$ cat src/rtl/earom_pkg.sv
// Shared definitions for the EAROM interface: control-register mode
// encoding, FSM state type and a helper mapping a mode to its start state.
package earom_pkg;

  localparam logic [1:0] MODE_STANDBY = 2'b00;
  localparam logic [1:0] MODE_READ    = 2'b01;
  localparam logic [1:0] MODE_ERASE   = 2'b10;
  localparam logic [1:0] MODE_WRITE   = 2'b11;

  typedef enum logic [1:0] {
    ST_IDLE  = 2'd0,
    ST_READ  = 2'd1,
    ST_ERASE = 2'd2,
    ST_WRITE = 2'd3
  } state_t;

  // Control register layout as written by the CPU: {MODE[1:0], CK}
  typedef struct packed {
    logic [1:0] mode;
    logic       ck;
  } ctrl_t;

  // State entered when a CK rise is seen in IDLE with the given mode
  function automatic state_t start_state(input logic [1:0] mode);
    case (mode)
      MODE_READ:  return ST_READ;
      MODE_ERASE: return ST_ERASE;
      MODE_WRITE: return ST_WRITE;
      default:    return ST_IDLE;
    endcase
  endfunction

endpackage

$ cat src/rtl/earom_if_if.sv
// CPU-side bus bundle of the EAROM interface. The master side is the CPU /
// address decoder, the slave side is the earom_if block.
interface earom_cpu_if;

  logic        phi2;
  logic        rw_n;
  logic [15:0] a;
  logic [7:0]  wdata;
  logic        cs_data;
  logic        cs_ctrl;
  logic        cs_read;
  logic [7:0]  rdata;
  logic        busy;

  modport master (
    output phi2, rw_n, a, wdata, cs_data, cs_ctrl, cs_read,
    input  rdata, busy
  );

  modport slave (
    input  phi2, rw_n, a, wdata, cs_data, cs_ctrl, cs_read,
    output rdata, busy
  );

endinterface

$ cat src/rtl/earom_mem.sv
// Non-volatile byte storage: single clock, one write port, synchronous read
// port A for the FSM and (with EAROM_HOST_PORT_EN) read port B for the host.
// Contents are deliberately never reset.
module earom_mem #(
  parameter int AW = 6
) (
  input  logic          clk,
  input  logic          we,
  input  logic [AW-1:0] waddr,
  input  logic [7:0]    wdata,
  input  logic [AW-1:0] raddr_a,
  output logic [7:0]    rdata_a
`ifdef EAROM_HOST_PORT_EN
  ,
  input  logic [AW-1:0] raddr_b,
  output logic [7:0]    rdata_b
`endif
);

  logic [7:0] mem [2**AW];

  // Single write port
  always_ff @(posedge clk) begin
    if (we) begin
      mem[waddr] <= wdata;
    end
  end

  // FSM read port, registered
  always_ff @(posedge clk) begin
    rdata_a <= mem[raddr_a];
  end

`ifdef EAROM_HOST_PORT_EN
  // Host read port, registered
  always_ff @(posedge clk) begin
    rdata_b <= mem[raddr_b];
  end
`endif

endmodule

$ cat src/rtl/earom.sv
// EAROM interface top (module earom_if). CPU accesses are qualified by the
// rising edge of the registered phi2; a CK rise in the control register
// starts a read, erase or write on the latched address/data.
// Optional macro EAROM_HOST_PORT_EN adds a host load/save port on the RAM.
module earom_if
  import earom_pkg::*;
#(
  parameter int AW        = 6,
  parameter int WR_CYCLES = 16,
  parameter int RD_CYCLES = 2
) (
  input  logic          clk,
  input  logic          reset,
  earom_cpu_if.slave    bus
`ifdef EAROM_HOST_PORT_EN
  ,
  input  logic [AW-1:0] hs_addr,
  input  logic          hs_we,
  input  logic [7:0]    hs_wdata,
  output logic [7:0]    hs_rdata
`endif
);

  localparam logic [15:0] RD_LOAD = 16'(RD_CYCLES - 1);
  localparam logic [15:0] WR_LOAD = 16'(WR_CYCLES - 1);

  logic          phi2_reg;
  logic          phi2_dly_reg;
  logic          ck_prev_reg;
  ctrl_t         ctrl_reg;
  logic [AW-1:0] addr_latch_reg;
  logic [7:0]    data_latch_reg;

  state_t        state_reg;
  logic [15:0]   cnt_reg;
  logic          busy_reg;
  logic [7:0]    out_latch_reg;
  logic [AW-1:0] op_addr_reg;
  logic          wr_en_reg;
  logic [7:0]    wr_data_reg;

  logic          strobe;
  logic          ck_rise;
  logic [AW-1:0] fsm_raddr;
  logic [7:0]    fsm_rdata;
  logic          mem_we;
  logic [AW-1:0] mem_waddr;
  logic [7:0]    mem_wdata;

  // High address bits and cs_read carry no function inside this block
  logic unused_bits;
  assign unused_bits = &{1'b0, bus.a[15:AW], bus.cs_read};

  assign strobe  = phi2_reg & ~phi2_dly_reg;
  assign ck_rise = ctrl_reg.ck & ~ck_prev_reg;

  // In IDLE the RAM already looks at the current latch so a read of
  // RD_CYCLES=1 still sees valid data; afterwards it holds the sampled address
  assign fsm_raddr = (state_reg == ST_IDLE) ? addr_latch_reg : op_addr_reg;

  // CPU bus decode: phi2 edge detection, data/address latches, control register
  always_ff @(posedge clk) begin
    if (reset) begin
      phi2_reg       <= 1'b0;
      phi2_dly_reg   <= 1'b0;
      ck_prev_reg    <= 1'b0;
      ctrl_reg       <= '0;
      addr_latch_reg <= '0;
      data_latch_reg <= '0;
    end else begin
      phi2_reg     <= bus.phi2;
      phi2_dly_reg <= phi2_reg;
      ck_prev_reg  <= ctrl_reg.ck;
      if (strobe && bus.cs_data && !bus.rw_n) begin
        addr_latch_reg <= bus.a[AW-1:0];
        data_latch_reg <= bus.wdata;
      end
      if (strobe && bus.cs_ctrl && !bus.rw_n) begin
        ctrl_reg <= ctrl_t'(bus.wdata[2:0]);
      end
    end
  end

  // Operation FSM: start on CK rise in IDLE, time the operation, register outputs
  always_ff @(posedge clk) begin
    if (reset) begin
      state_reg     <= ST_IDLE;
      cnt_reg       <= '0;
      busy_reg      <= 1'b0;
      out_latch_reg <= '0;
      op_addr_reg   <= '0;
      wr_en_reg     <= 1'b0;
      wr_data_reg   <= '0;
    end else begin
      wr_en_reg <= 1'b0;
      case (state_reg)
        ST_IDLE: begin
          if (ck_rise && ctrl_reg.mode != MODE_STANDBY) begin
            state_reg   <= start_state(ctrl_reg.mode);
            op_addr_reg <= addr_latch_reg;
            if (ctrl_reg.mode == MODE_READ) begin
              cnt_reg <= RD_LOAD;
            end else begin
              cnt_reg     <= WR_LOAD;
              busy_reg    <= 1'b1;
              wr_en_reg   <= 1'b1;
              wr_data_reg <= (ctrl_reg.mode == MODE_ERASE) ? 8'h00 : data_latch_reg;
            end
          end
        end
        ST_READ: begin
          if (cnt_reg == '0) begin
            out_latch_reg <= fsm_rdata;
            state_reg     <= ST_IDLE;
          end else begin
            cnt_reg <= cnt_reg - 16'd1;
          end
        end
        ST_ERASE, ST_WRITE: begin
          if (cnt_reg == '0) begin
            busy_reg  <= 1'b0;
            state_reg <= ST_IDLE;
          end else begin
            cnt_reg <= cnt_reg - 16'd1;
          end
        end
        default: state_reg <= ST_IDLE;
      endcase
    end
  end

  // Single RAM write port: the FSM commit has priority over the host
  always_comb begin
    mem_we    = wr_en_reg;
    mem_waddr = op_addr_reg;
    mem_wdata = wr_data_reg;
`ifdef EAROM_HOST_PORT_EN
    if (!wr_en_reg && hs_we) begin
      mem_we    = 1'b1;
      mem_waddr = hs_addr;
      mem_wdata = hs_wdata;
    end
`endif
  end

  earom_mem #(.AW(AW)) u_mem (
    .clk     (clk),
    .we      (mem_we),
    .waddr   (mem_waddr),
    .wdata   (mem_wdata),
    .raddr_a (fsm_raddr),
    .rdata_a (fsm_rdata)
`ifdef EAROM_HOST_PORT_EN
    ,
    .raddr_b (hs_addr),
    .rdata_b (hs_rdata)
`endif
  );

  assign bus.rdata = out_latch_reg;
  assign bus.busy  = busy_reg;

endmodule

$ cat src/flat_wrapper.sv
// flat-port wrapper written by rule: the top's interface ports become plain ports
module earom_if_flat import earom_pkg::*;
#(
  parameter int AW        = 6,
  parameter int WR_CYCLES = 16,
  parameter int RD_CYCLES = 2
)
  (clk, reset, bus_phi2, bus_rw_n, bus_a, bus_wdata, bus_cs_data, bus_cs_ctrl, bus_cs_read, bus_rdata, bus_busy);
  earom_cpu_if bus_i ();
  input  logic clk;
  input  logic reset;
  input wire logic [$bits(bus_i.phi2)-1:0] bus_phi2;
  input wire logic [$bits(bus_i.rw_n)-1:0] bus_rw_n;
  input wire logic [$bits(bus_i.a)-1:0] bus_a;
  input wire logic [$bits(bus_i.wdata)-1:0] bus_wdata;
  input wire logic [$bits(bus_i.cs_data)-1:0] bus_cs_data;
  input wire logic [$bits(bus_i.cs_ctrl)-1:0] bus_cs_ctrl;
  input wire logic [$bits(bus_i.cs_read)-1:0] bus_cs_read;
  output wire logic [$bits(bus_i.rdata)-1:0] bus_rdata;
  output wire logic [$bits(bus_i.busy)-1:0] bus_busy;
  assign bus_i.phi2 = bus_phi2;
  assign bus_i.rw_n = bus_rw_n;
  assign bus_i.a = bus_a;
  assign bus_i.wdata = bus_wdata;
  assign bus_i.cs_data = bus_cs_data;
  assign bus_i.cs_ctrl = bus_cs_ctrl;
  assign bus_i.cs_read = bus_cs_read;
  assign bus_rdata = bus_i.rdata;
  assign bus_busy = bus_i.busy;
  earom_if #(.AW(AW), .WR_CYCLES(WR_CYCLES), .RD_CYCLES(RD_CYCLES)) u_core (.clk(clk), .reset(reset), .bus(bus_i));
endmodule
$ cat config.mk
export PLATFORM = sky130hd
export DESIGN_NAME = earom_if_flat
export DESIGN_NICKNAME = d
export VERILOG_FILES = /design/src/rtl/earom_pkg.sv /design/src/rtl/earom_if_if.sv /design/src/rtl/earom_mem.sv /design/src/rtl/earom.sv /design/src/flat_wrapper.sv
export SDC_FILE = /design/constraint.sdc
export NUM_CORES = 1
export LEC_CHECK = 0
export BUFFER_PORTS_ARGS = -buffer_cell sky130_fd_sc_hd__buf_2
export CELL_PAD_IN_SITES_DETAIL_PLACEMENT = 2
export CELL_PAD_IN_SITES_GLOBAL_PLACEMENT = 2
export CORE_ASPECT_RATIO = 0.5
export CORE_UTILIZATION = 48
export CTS_CLUSTER_SIZE = 14
export DETAILED_ROUTE_END_ITERATION = 7
export MAX_ROUTING_LAYER = met4
export PLACE_DENSITY_LB_ADDON = 0.1
export SLEW_MARGIN = 10
export SYNTH_ARGS = -nofsm -noshare
export SYNTH_HDL_FRONTEND = slang
export SYNTH_HIERARCHICAL = 1
export SYNTH_SLANG_ARGS = --single-unit
$ cat constraint.sdc
create_clock -name clk -period 3.85 [get_ports clk]
set_input_delay 0.5775 -clock clk [delete_from_list [all_inputs] [get_ports clk]]
set_output_delay 0.5775 -clock clk [all_outputs]
set_load 0.01 [all_outputs]
==> results of run 1 <==
## cells in the final DEF (no fill, tap or decap), types with 4 or more instances in the layout
cell,instances
buf_4,42
nand3b_1,4
nor3_1,9
mux2i_1,29
o221ai_1,8
buf_2,28
nand2_1,87
a21oi_1,51
a31oi_1,4
clkbuf_16,53
a211oi_1,5
o221a_2,4
or4_1,8
clkbuf_1,24
mux4_2,126
nand3_1,31
o22ai_1,8
o31ai_1,5
o21ai_0,14
or3_1,5
nor4_1,8
o41ai_1,4
nor2_1,91
a221oi_1,6
dfxtp_1,62
mux2_2,14
dfxtp_2,8
edfxtp_1,512
nor2b_1,18
nand2b_1,14
clkinv_1,9
a22oi_1,4
## final timing paths
check                                             start                                    end  slack (ps)
hold reg to reg   u_core/data_latch_reg[5]$_SDFFE_PP0P_  u_core/data_latch_reg[5]$_SDFFE_PP0P_         460
setup / recovery       u_core/state_reg[1]$_SDFFE_PP0P_        u_core/u_mem/rdata_a[4]$_DFF_P_         230
setup reg to reg       u_core/state_reg[1]$_SDFFE_PP0P_        u_core/u_mem/rdata_a[4]$_DFF_P_         230
hold / removal                             bus_wdata[3]  u_core/data_latch_reg[3]$_SDFFE_PP0P_         230
## timing repair
item / 4_1_cts / 5_1_grt
gates resized for setup: 0 / 1
endpoints found under the setup margin: 0 / 1
hold endpoints to repair: 0 / 0
## power breakdown
part / total (mW) / switching [mW] / internal [mW]
combinational: 0.208 / 0.125 / 0.0839
clock: 5.01 / 2.32 / 2.69
sequential: 6.78 / 0.0153 / 6.77
## metrics by stage
stage | instances | cell area [um^2]
after floorplan | 1257 | 22700
after global placement | 1885 | 23700
after detailed placement | 1885 | 23700
after CTS | 1977 | 25200
after global routing | 1978 | 25200
final | 1978 | 25200
## cells by family (layout without fill, tap and decap cells)
group | after synthesis | in the layout | synth area share (%)
compound gates | 130 | 130 | 3.71
fa+ha+maj | 1 | 1 | 0.0550
buf+inv | 74 | 167 | 1.82
flops | 582 | 582 | 73.8
mux | 169 | 169 | 14.5
other cells | 0 | 1 | 0
simple gates | 301 | 301 | 6.19
## metal layers
metal | vias up | routed length [um] | global-route usage, % | part of all wire [%]
met3 | 100 | 6190 | 7.63 | 9.0
met5 | - | 0 | - | 0
met4 | 0 | 1430 | 7.06 | 2.1
li1 | 5148 | - | - | -
met2 | 589 | 32600 | 46.9 | 47
met1 | 6783 | 28700 | 41.1 | 42
## final cells by class
| type | instances | area [um^2] | area share, % |
|---|---|---|---|
| sequential | 582 | 16800 | 66.6 |
| tap | 627 | 785 | 3.11 |
| timing repair buffer | 72 | 495 | 1.97 |
| antenna | 1 | 2.50 | 0.00993 |
| multi-input combinational | 601 | 5590 | 22.2 |
| inverter | 3 | 11.3 | 0.0447 |
| clock inverter | 14 | 113 | 0.447 |
| clock buffer | 78 | 1430 | 5.67 |
## worst reg2reg max path: stages, from the launching register on
cell	delay [ps]
dfxtp_1	430
or2_2	330
nand2_1	150
nand2_4	430
buf_12	350
buf_4	270
mux2_2	380
o221ai_1	320
nor2_1	90
nor3_1	500
o32ai_1	210
==> flow_summary.ini, run 1 <==
[synthesis]
syn_area_per_cell_um2 = 18.1
yosysUniqueCellTypes = 55
synthFlopType = edfxtp_1
yosys_warnings = 6
synthTopCellsByArea = edfxtp_1 68%, mux4_2 12%, dfxtp_1 6.2%, nor2_1 1.5%, nand2_1 1.5%
syn-num-nets = 1289
synth-seq-cells = 582
synth.largest_area_cell = edfxtp_1
async_reset_ff_share_pct = 0
yosysTopAreaCellShare_pct = 67.6
netlist_area_mm2 = 0.0227
syn_inst = 1257
synth_common_cells = 512 x edfxtp_1, 126 x mux4_2, 93 x nor2_1, 91 x nand2_1, 70 x dfxtp_1
synth_edf_count = 512
seq_area_frac_synth_pct = 73.8
yosysMostFrequentCell = edfxtp_1

[setup_path]
timing.critical_path.max_delay_family = simple AND/OR/NAND/NOR gates
startpoint_type = register
path_max_fanout = 24
endpoint_kind = register
critPathSlowestCell = nor3_1
critPathKind = reg -> reg
max_stage_delay_ps = 500
crit_chain = or2_2 -> nand2_1 -> nand2_4 -> buf_12 -> buf_4 -> mux2_2 -> o221ai_1 -> nor2_1 -> nor3_1 -> o32ai_1
cp.depth = 10
worstPathArrival_ps = 4050
rr_worst_depth = 10
cp.required_ps = 4290
critPathBufInv = 2

[min_path]
min_path_type = in -> reg
min_path_cells = 3

[timing]
slew_violations = 0
grt_setup_unrepaired = false
worst_slack_ps = 235
finalHoldViolations = 0
setup_viol = 0
timing.fmax_ghz = 0.277
worstMarginPinSlew_ps = 1100
relSlewSlack_pct = 26.7
period_minus_slack_ps = 3620
whs_ps = 231
setup-tns-final_ps = 0
fin_crit_sh_pct = 93.9
fin_skew_ps = 25.8

[placed_design]
gp_congestion = 0.825
dp_slack_ps = 222
portBuffers = 28
dp_hpwl_um = 43800

[finish]
drive_gt1_share_pct = 22.0
area_growth_pct = 10.9
fin_util_pct = 54.8
largest_reg_flops = 512
num-fill-cells = 3965
layout.nets = 1343

[clock_tree]
clk_latency_ps = 610
clkSinkCount = 582
cts_buffers = 51
cts_tree = done
cts_max_level = 2
clk_pin_slew_worst_paths_ps = 60
clockBufferDepth = 3
cts_root_buf = clkbuf_16
ctsHoldBuffers = 0
post_cts_buffers = 0

[detailed_routing]
drt_iter0_markers = 1508
via_count = 12620
wl_um = 69000
ant_nets = 0
drc = 0
drtPass1Iterations = 5
wl_per_cell_um = 34.9
via_per_inst = 6.38

[power_and_ir_drop]
total_power_mw = 12.0
power.density_mw_per_mm2 = 476
ir_drop_mv = 0.373
p_leak_nw = 7.73

[die]
core_area_mm2 = 0.0460
die-area_mm2 = 0.0483
die_w_um = 310
rows = 55
initial_core_util_pct = 49.5
ios = 40
die_h_um = 156

[global_route]
gr-usage-all-layers_pct = 30.4
grt_overflow_total = 0
grt_pass1_wl_um = 99300
antenna_found_initial = 2
grt_max_degree = 64
first_global_vias = 13468

[run]
cap_violations = 0

[run_status]
outcome = finished clean
Power figures use the tool's default switching activity.
==> inputs of run 2 (changes only) <==
- CORE_UTILIZATION: 48 -> 47
- SYNTH_HIERARCHICAL: 1 -> unset
==> flow_summary.ini, run 2 <==
[synthesis]
synthFlopType = edfxtp_1
synth_common_cells = 512 x edfxtp_1, 160 x nand2_1, 128 x nor2_1, 70 x dfxtp_1, 64 x mux4_2
syn_area_per_cell_um2 = 15.4
synth.largest_area_cell = edfxtp_1
yosysTopAreaCellShare_pct = 67.1
netlist_area_mm2 = 0.0229
syn-num-nets = 1525
synth-seq-cells = 582
seq_area_frac_synth_pct = 73.2
yosys_warnings = 0
syn_inst = 1493
async_reset_ff_share_pct = 0
yosysUniqueCellTypes = 59
yosysMostFrequentCell = edfxtp_1
synthTopCellsByArea = edfxtp_1 67%, mux4_2 6.3%, dfxtp_1 6.1%, nand2_1 2.6%, mux2i_1 2.5%
synth_edf_count = 512

[timing]
setup_viol = 0
fin_skew_ps = 21.0
slew_violations = 0
fin_crit_sh_pct = 92.0
whs_ps = 211
finalHoldViolations = 0
period_minus_slack_ps = 3540
setup-tns-final_ps = 0
relSlewSlack_pct = 26.6
worstMarginPinSlew_ps = 1100
timing.fmax_ghz = 0.282
grt_setup_unrepaired = false

[power_and_ir_drop]
p_leak_nw = 7.53
p_switching_mw = 2.46
swShare_pct = 20.5
ir_drop_mv = 0.345
p_clk_share_pct = 42.1
power.density_mw_per_mm2 = 471
power_frac_comb_pct = 1.5
seqPwrFrac_pct = 56.4
intPower_mw = 9.56

[placed_design]
placed_cell_area_mm2 = 0.0239
gp_congestion = 0.877
portBuffers = 28
dp_hpwl_um = 49100

[detailed_routing]
via_count = 14233
drtPass1Iterations = 5
ant_nets = 0
via_per_inst = 6.45
wl_um = 73800
wl_per_cell_um = 33.4
drc = 0
drt_iter0_markers = 1518

[min_path]
min_path_type = in -> reg
min_to = u_core.addr_latch_reg[4]$_SDFFE_PP0P_
min-delay-start = bus_a[4]
min_path_cells = 3

[setup_path]
r2r_start = u_core.state_reg[0]$_SDFFE_PP0P_
cp.required_ps = 4310
max_stage_delay_ps = 790
crit_chain = nor3b_4 -> nor2_4 -> buf_4 -> mux4_2 -> a22oi_1 -> nand3_1 -> or4_1
critPathBufInv = 1
crit_start = u_core.state_reg[0]$_SDFFE_PP0P_
r2r-end = u_core.u_mem.rdata_a[6]$_DFF_P_
critPathKind = reg -> reg
worstPathArrival_ps = 4000
endpoint_kind = register
critPathSlowestCell = nor2_4
rr_worst_depth = 7
path_max_fanout = 15
r2r_slack_ps = 310
timing.critical_path.max_delay_family = simple AND/OR/NAND/NOR gates
startpoint_type = register

[finish]
layout_commonest_cell = edfxtp_1
most-common-layout-cells = 512 x edfxtp_1, 159 x nand2_1, 128 x nor2_1
final_area_mm2 = 0.0255
drive_gt1_share_pct = 14.3
largest_reg_flops = 512
fin_util_pct = 53.7
area_growth_pct = 11.2
layout.nets = 1567

[die]
ios = 40
initial_core_util_pct = 48.3
die_w_um = 314
core_area_mm2 = 0.0475
die-area_mm2 = 0.0497
die_h_um = 158
rows = 56

[global_route]
gr-usage-all-layers_pct = 31.1
grt_max_degree = 82
grt_overflow_total = 0
first_global_vias = 15102
antenna_found_initial = 3
grt_pass1_wl_um = 107000

[clock_tree]
clk_latency_ps = 600
cts_root_buf = clkbuf_16
post_cts_buffers = 0
cts_buffers = 51
cts_tree = done
ctsHoldBuffers = 0
clockBufferDepth = 3
cts_max_level = 2
cts_resized = 0
clk_pin_slew_worst_paths_ps = 70
clkSinkCount = 582

[run]
cap_violations = 0

[run_status]
outcome = finished clean
[run 2: cell types whose count changed after synthesis, sizes merged, moves of 21 or more]
cell   previous run  this run
nand2            91       160
nand3            31        61
nor2             93       129
a31oi             4        29
mux2i            29        57
a22oi             4        53
nor3              9        30
mux4            126        64
[run 2: power groups by stage]
stage                     logic, mW  clock network, mW  registers [mW]
after floorplan               0.109                  0            6.91
after global placement        0.169                  0            6.92
after detailed placement      0.178                  0            6.92
after CTS                     0.180               5.09            6.78
after global routing          0.191               5.30            6.78
final                         0.181               5.05            6.78
[run 2: final cells by class]
cell class | count | area [um^2]
clock buffer | 67 | 1360
fill | 4243 | 22000
tap | 638 | 798
clock inverter | 19 | 183
timing repair buffer | 77 | 571
sequential | 582 | 16800
inverter | 5 | 18.8
multi-input combinational | 818 | 5770
antenna | 2 | 5.00
[run 2: worst reg2reg max path, cell delays in order, from the launching register on]
cell,delay (ps)
dfxtp_1,610
nor3b_4,110
nor2_4,790
buf_4,390
mux4_2,520
a22oi_1,320
nand3_1,130
or4_1,550
[run 2: layer usage]
layer / up-vias / GRT usage, % / wire length [um]
li1: 5885 / - / -
met1: 7612 / 42.6 / 31900
met2: 641 / 48.5 / 34400
met3: 95 / 6.01 / 5920
met4: 0 / 7.08 / 1530
met5: - / - / 0
[run 2: worst max path at each step]
stage | endpoint | cells after the start | slack [ps]
2_1_floorplan | u_core.u_mem.rdata_a[6]$_DFF_P_ | 7 | 1550
3_3_place_gp | u_core.u_mem.rdata_a[4]$_DFF_P_ | 7 | 510
3_5_place_dp | u_core.u_mem.rdata_a[6]$_DFF_P_ | 7 | 360
4_1_cts | u_core.u_mem.rdata_a[6]$_DFF_P_ | 7 | 280
5_1_grt | u_core.u_mem.rdata_a[6]$_DFF_P_ | 7 | 170
6_report | u_core.u_mem.rdata_a[6]$_DFF_P_ | 7 | 310
[run 2: per-stage QoR]
stage / power [mW] / instances / worst slack, ps
finish: 12.0 / 2208 / 308
global route: 12.3 / 2208 / 174
CTS: 12.1 / 2206 / 282
detailed placement: 7.10 / 2120 / 365
global placement: 7.09 / 2120 / 513
floorplan: 7.02 / 1493 / 1550
[run 2: cells by family after synthesis]
kind of cell    synth area share, %
flops                          73.2
simple gates                   9.67
compound gates                 6.09
mux                            8.83
buf+inv                        1.78
xor+xnor                      0.382
fa+ha+maj                    0.0546
==> inputs of run 3 (changes only) <==
- CORE_MARGIN: unset -> 10
==> flow_summary.ini, run 3 (synthesized netlist as in run 2, its figures left out) <==
[timing]
fin_crit_sh_pct = 91.4
timing.fmax_ghz = 0.284
worst_slack_ps = 332
grt_setup_unrepaired = false
whs_ps = 218
relSlewSlack_pct = 15.7
period_minus_slack_ps = 3520
fin_skew_ps = 25.0
finalHoldViolations = 0
worstMarginPinSlew_ps = 1260
setup-tns-final_ps = 0
slew_violations = 0
setup_viol = 0

[global_route]
antenna_found_initial = 5
gr-usage-all-layers_pct = 25.6
grt_pass1_wl_um = 109000
grt_overflow_total = 0
grt_max_degree = 66
first_global_vias = 15324

[clock_tree]
cts_resized = 0
clk_latency_ps = 610
clockBufferDepth = 3
cts_max_level = 2
clk_pin_slew_worst_paths_ps = 70
cts_tree = done
cts_root_buf = clkbuf_16
clkSinkCount = 582
ctsHoldBuffers = 0
post_cts_buffers = 0
cts_buffers = 51

[die]
die_w_um = 332
core_area_mm2 = 0.0484
ios = 40
rows = 57
die_h_um = 176
die-area_mm2 = 0.0585
initial_core_util_pct = 47.4

[setup_path]
critPathSlowestCell = mux2i_4
path_max_fanout = 18
cp.required_ps = 4340
startpoint_type = register
max_stage_delay_ps = 660
critPathBufInv = 2
worstPathArrival_ps = 4000
critPathKind = reg -> reg
timing.critical_path.max_delay_family = simple AND/OR/NAND/NOR gates
crit_start = u_core.state_reg[1]$_SDFFE_PP0P_
crit_chain = or2_1 -> mux2i_4 -> buf_12 -> buf_4 -> mux4_2 -> nand2_1 -> nand3_1 -> or4_1
r2r_slack_ps = 330
r2r_start = u_core.state_reg[1]$_SDFFE_PP0P_
endpoint_kind = register

[finish]
final-seq-area_mm2 = 0.0168
largest_reg_flops = 512
area_growth_pct = 11.8
layout.nets = 1571
drive_gt1_share_pct = 15.1
final_area_mm2 = 0.0256
most-common-layout-cells = 512 x edfxtp_1, 159 x nand2_1, 128 x nor2_1
finalNonFillerCells = 2230
fin_util_pct = 53.0
num-fill-cells = 4363
multi_input_area_mm2 = 0.00578
layout_commonest_cell = edfxtp_1

[min_path]
min-delay-start = bus_phi2
min_path_type = in -> reg

[placed_design]
dp_slack_ps = 373
placed_cell_area_mm2 = 0.0240
gp_congestion = 0.866
portBuffers = 28
dp_hpwl_um = 48300
dp.cells = 2135

[detailed_routing]
wl_um = 73700
wl_per_cell_um = 33.1
ant_nets = 0
drt_iter0_markers = 1440
via_per_inst = 6.32
drc = 0
drtPass1Iterations = 5
via_count = 14087

[power_and_ir_drop]
p_leak_nw = 7.60
swShare_pct = 20.8
power_frac_comb_pct = 1.5
total_power_mw = 12.2
intPower_mw = 9.66
power.density_mw_per_mm2 = 476
p_clk_share_pct = 42.9
p_switching_mw = 2.54
seqPwrFrac_pct = 55.6
ir_drop_mv = 0.360

[run_status]
outcome = finished clean

[run]
cap_violations = 0
==> run 3: cell count changes in the layout (fill, tap and decap cells not counted) <==
cell	delta
clkbuf_8	+6
clkinv_1	-5
buf_4	+4
clkbuf_1	+3
bufinv_16	-2
clkbuf_16	+2
clkbuf_4	+1
clkinv_2	+1
clkinv_8	+1
nor3_1	-1
nor3_2	+1
==> run 3: path summary, 6_finish.rpt <==
path	end	cells past startpoint
worst min register to register	u_core.data_latch_reg[1]$_SDFFE_PP0P_	2
worst min-delay path	u_core.phi2_reg$_SDFF_PP0_	2
worst max-delay path	u_core.u_mem.rdata_a[6]$_DFF_P_	8
worst max register to register	u_core.u_mem.rdata_a[6]$_DFF_P_	8
==> run 3: layout make-up <==
class	count	share of cell area (%)
inverter	5	0.0732
sequential	582	65.5
timing repair buffer	81	2.34
clock inverter	14	0.488
multi-input combinational	818	22.5
tap	649	3.17
antenna	2	0.0195
clock buffer	79	5.88
==> run 3: layer usage <==
layer | GRT usage (%) | up-vias | wire (um)
li1 | - | 5887 | -
met1 | 32.9 | 7496 | 31100
met2 | 39.7 | 582 | 34400
met3 | 7.46 | 122 | 6340
met4 | 7.10 | 0 | 1870
met5 | - | - | 0
==> run 3: power by group through the flow <==
stage | Sequential [mW] | Combinational [mW] | Clock, mW
floorplan | 6.91 | 0.109 | 0
finish | 6.78 | 0.184 | 5.23
global placement | 6.92 | 0.170 | 0
CTS | 6.78 | 0.184 | 5.28
detailed placement | 6.92 | 0.180 | 0
global route | 6.78 | 0.198 | 5.54
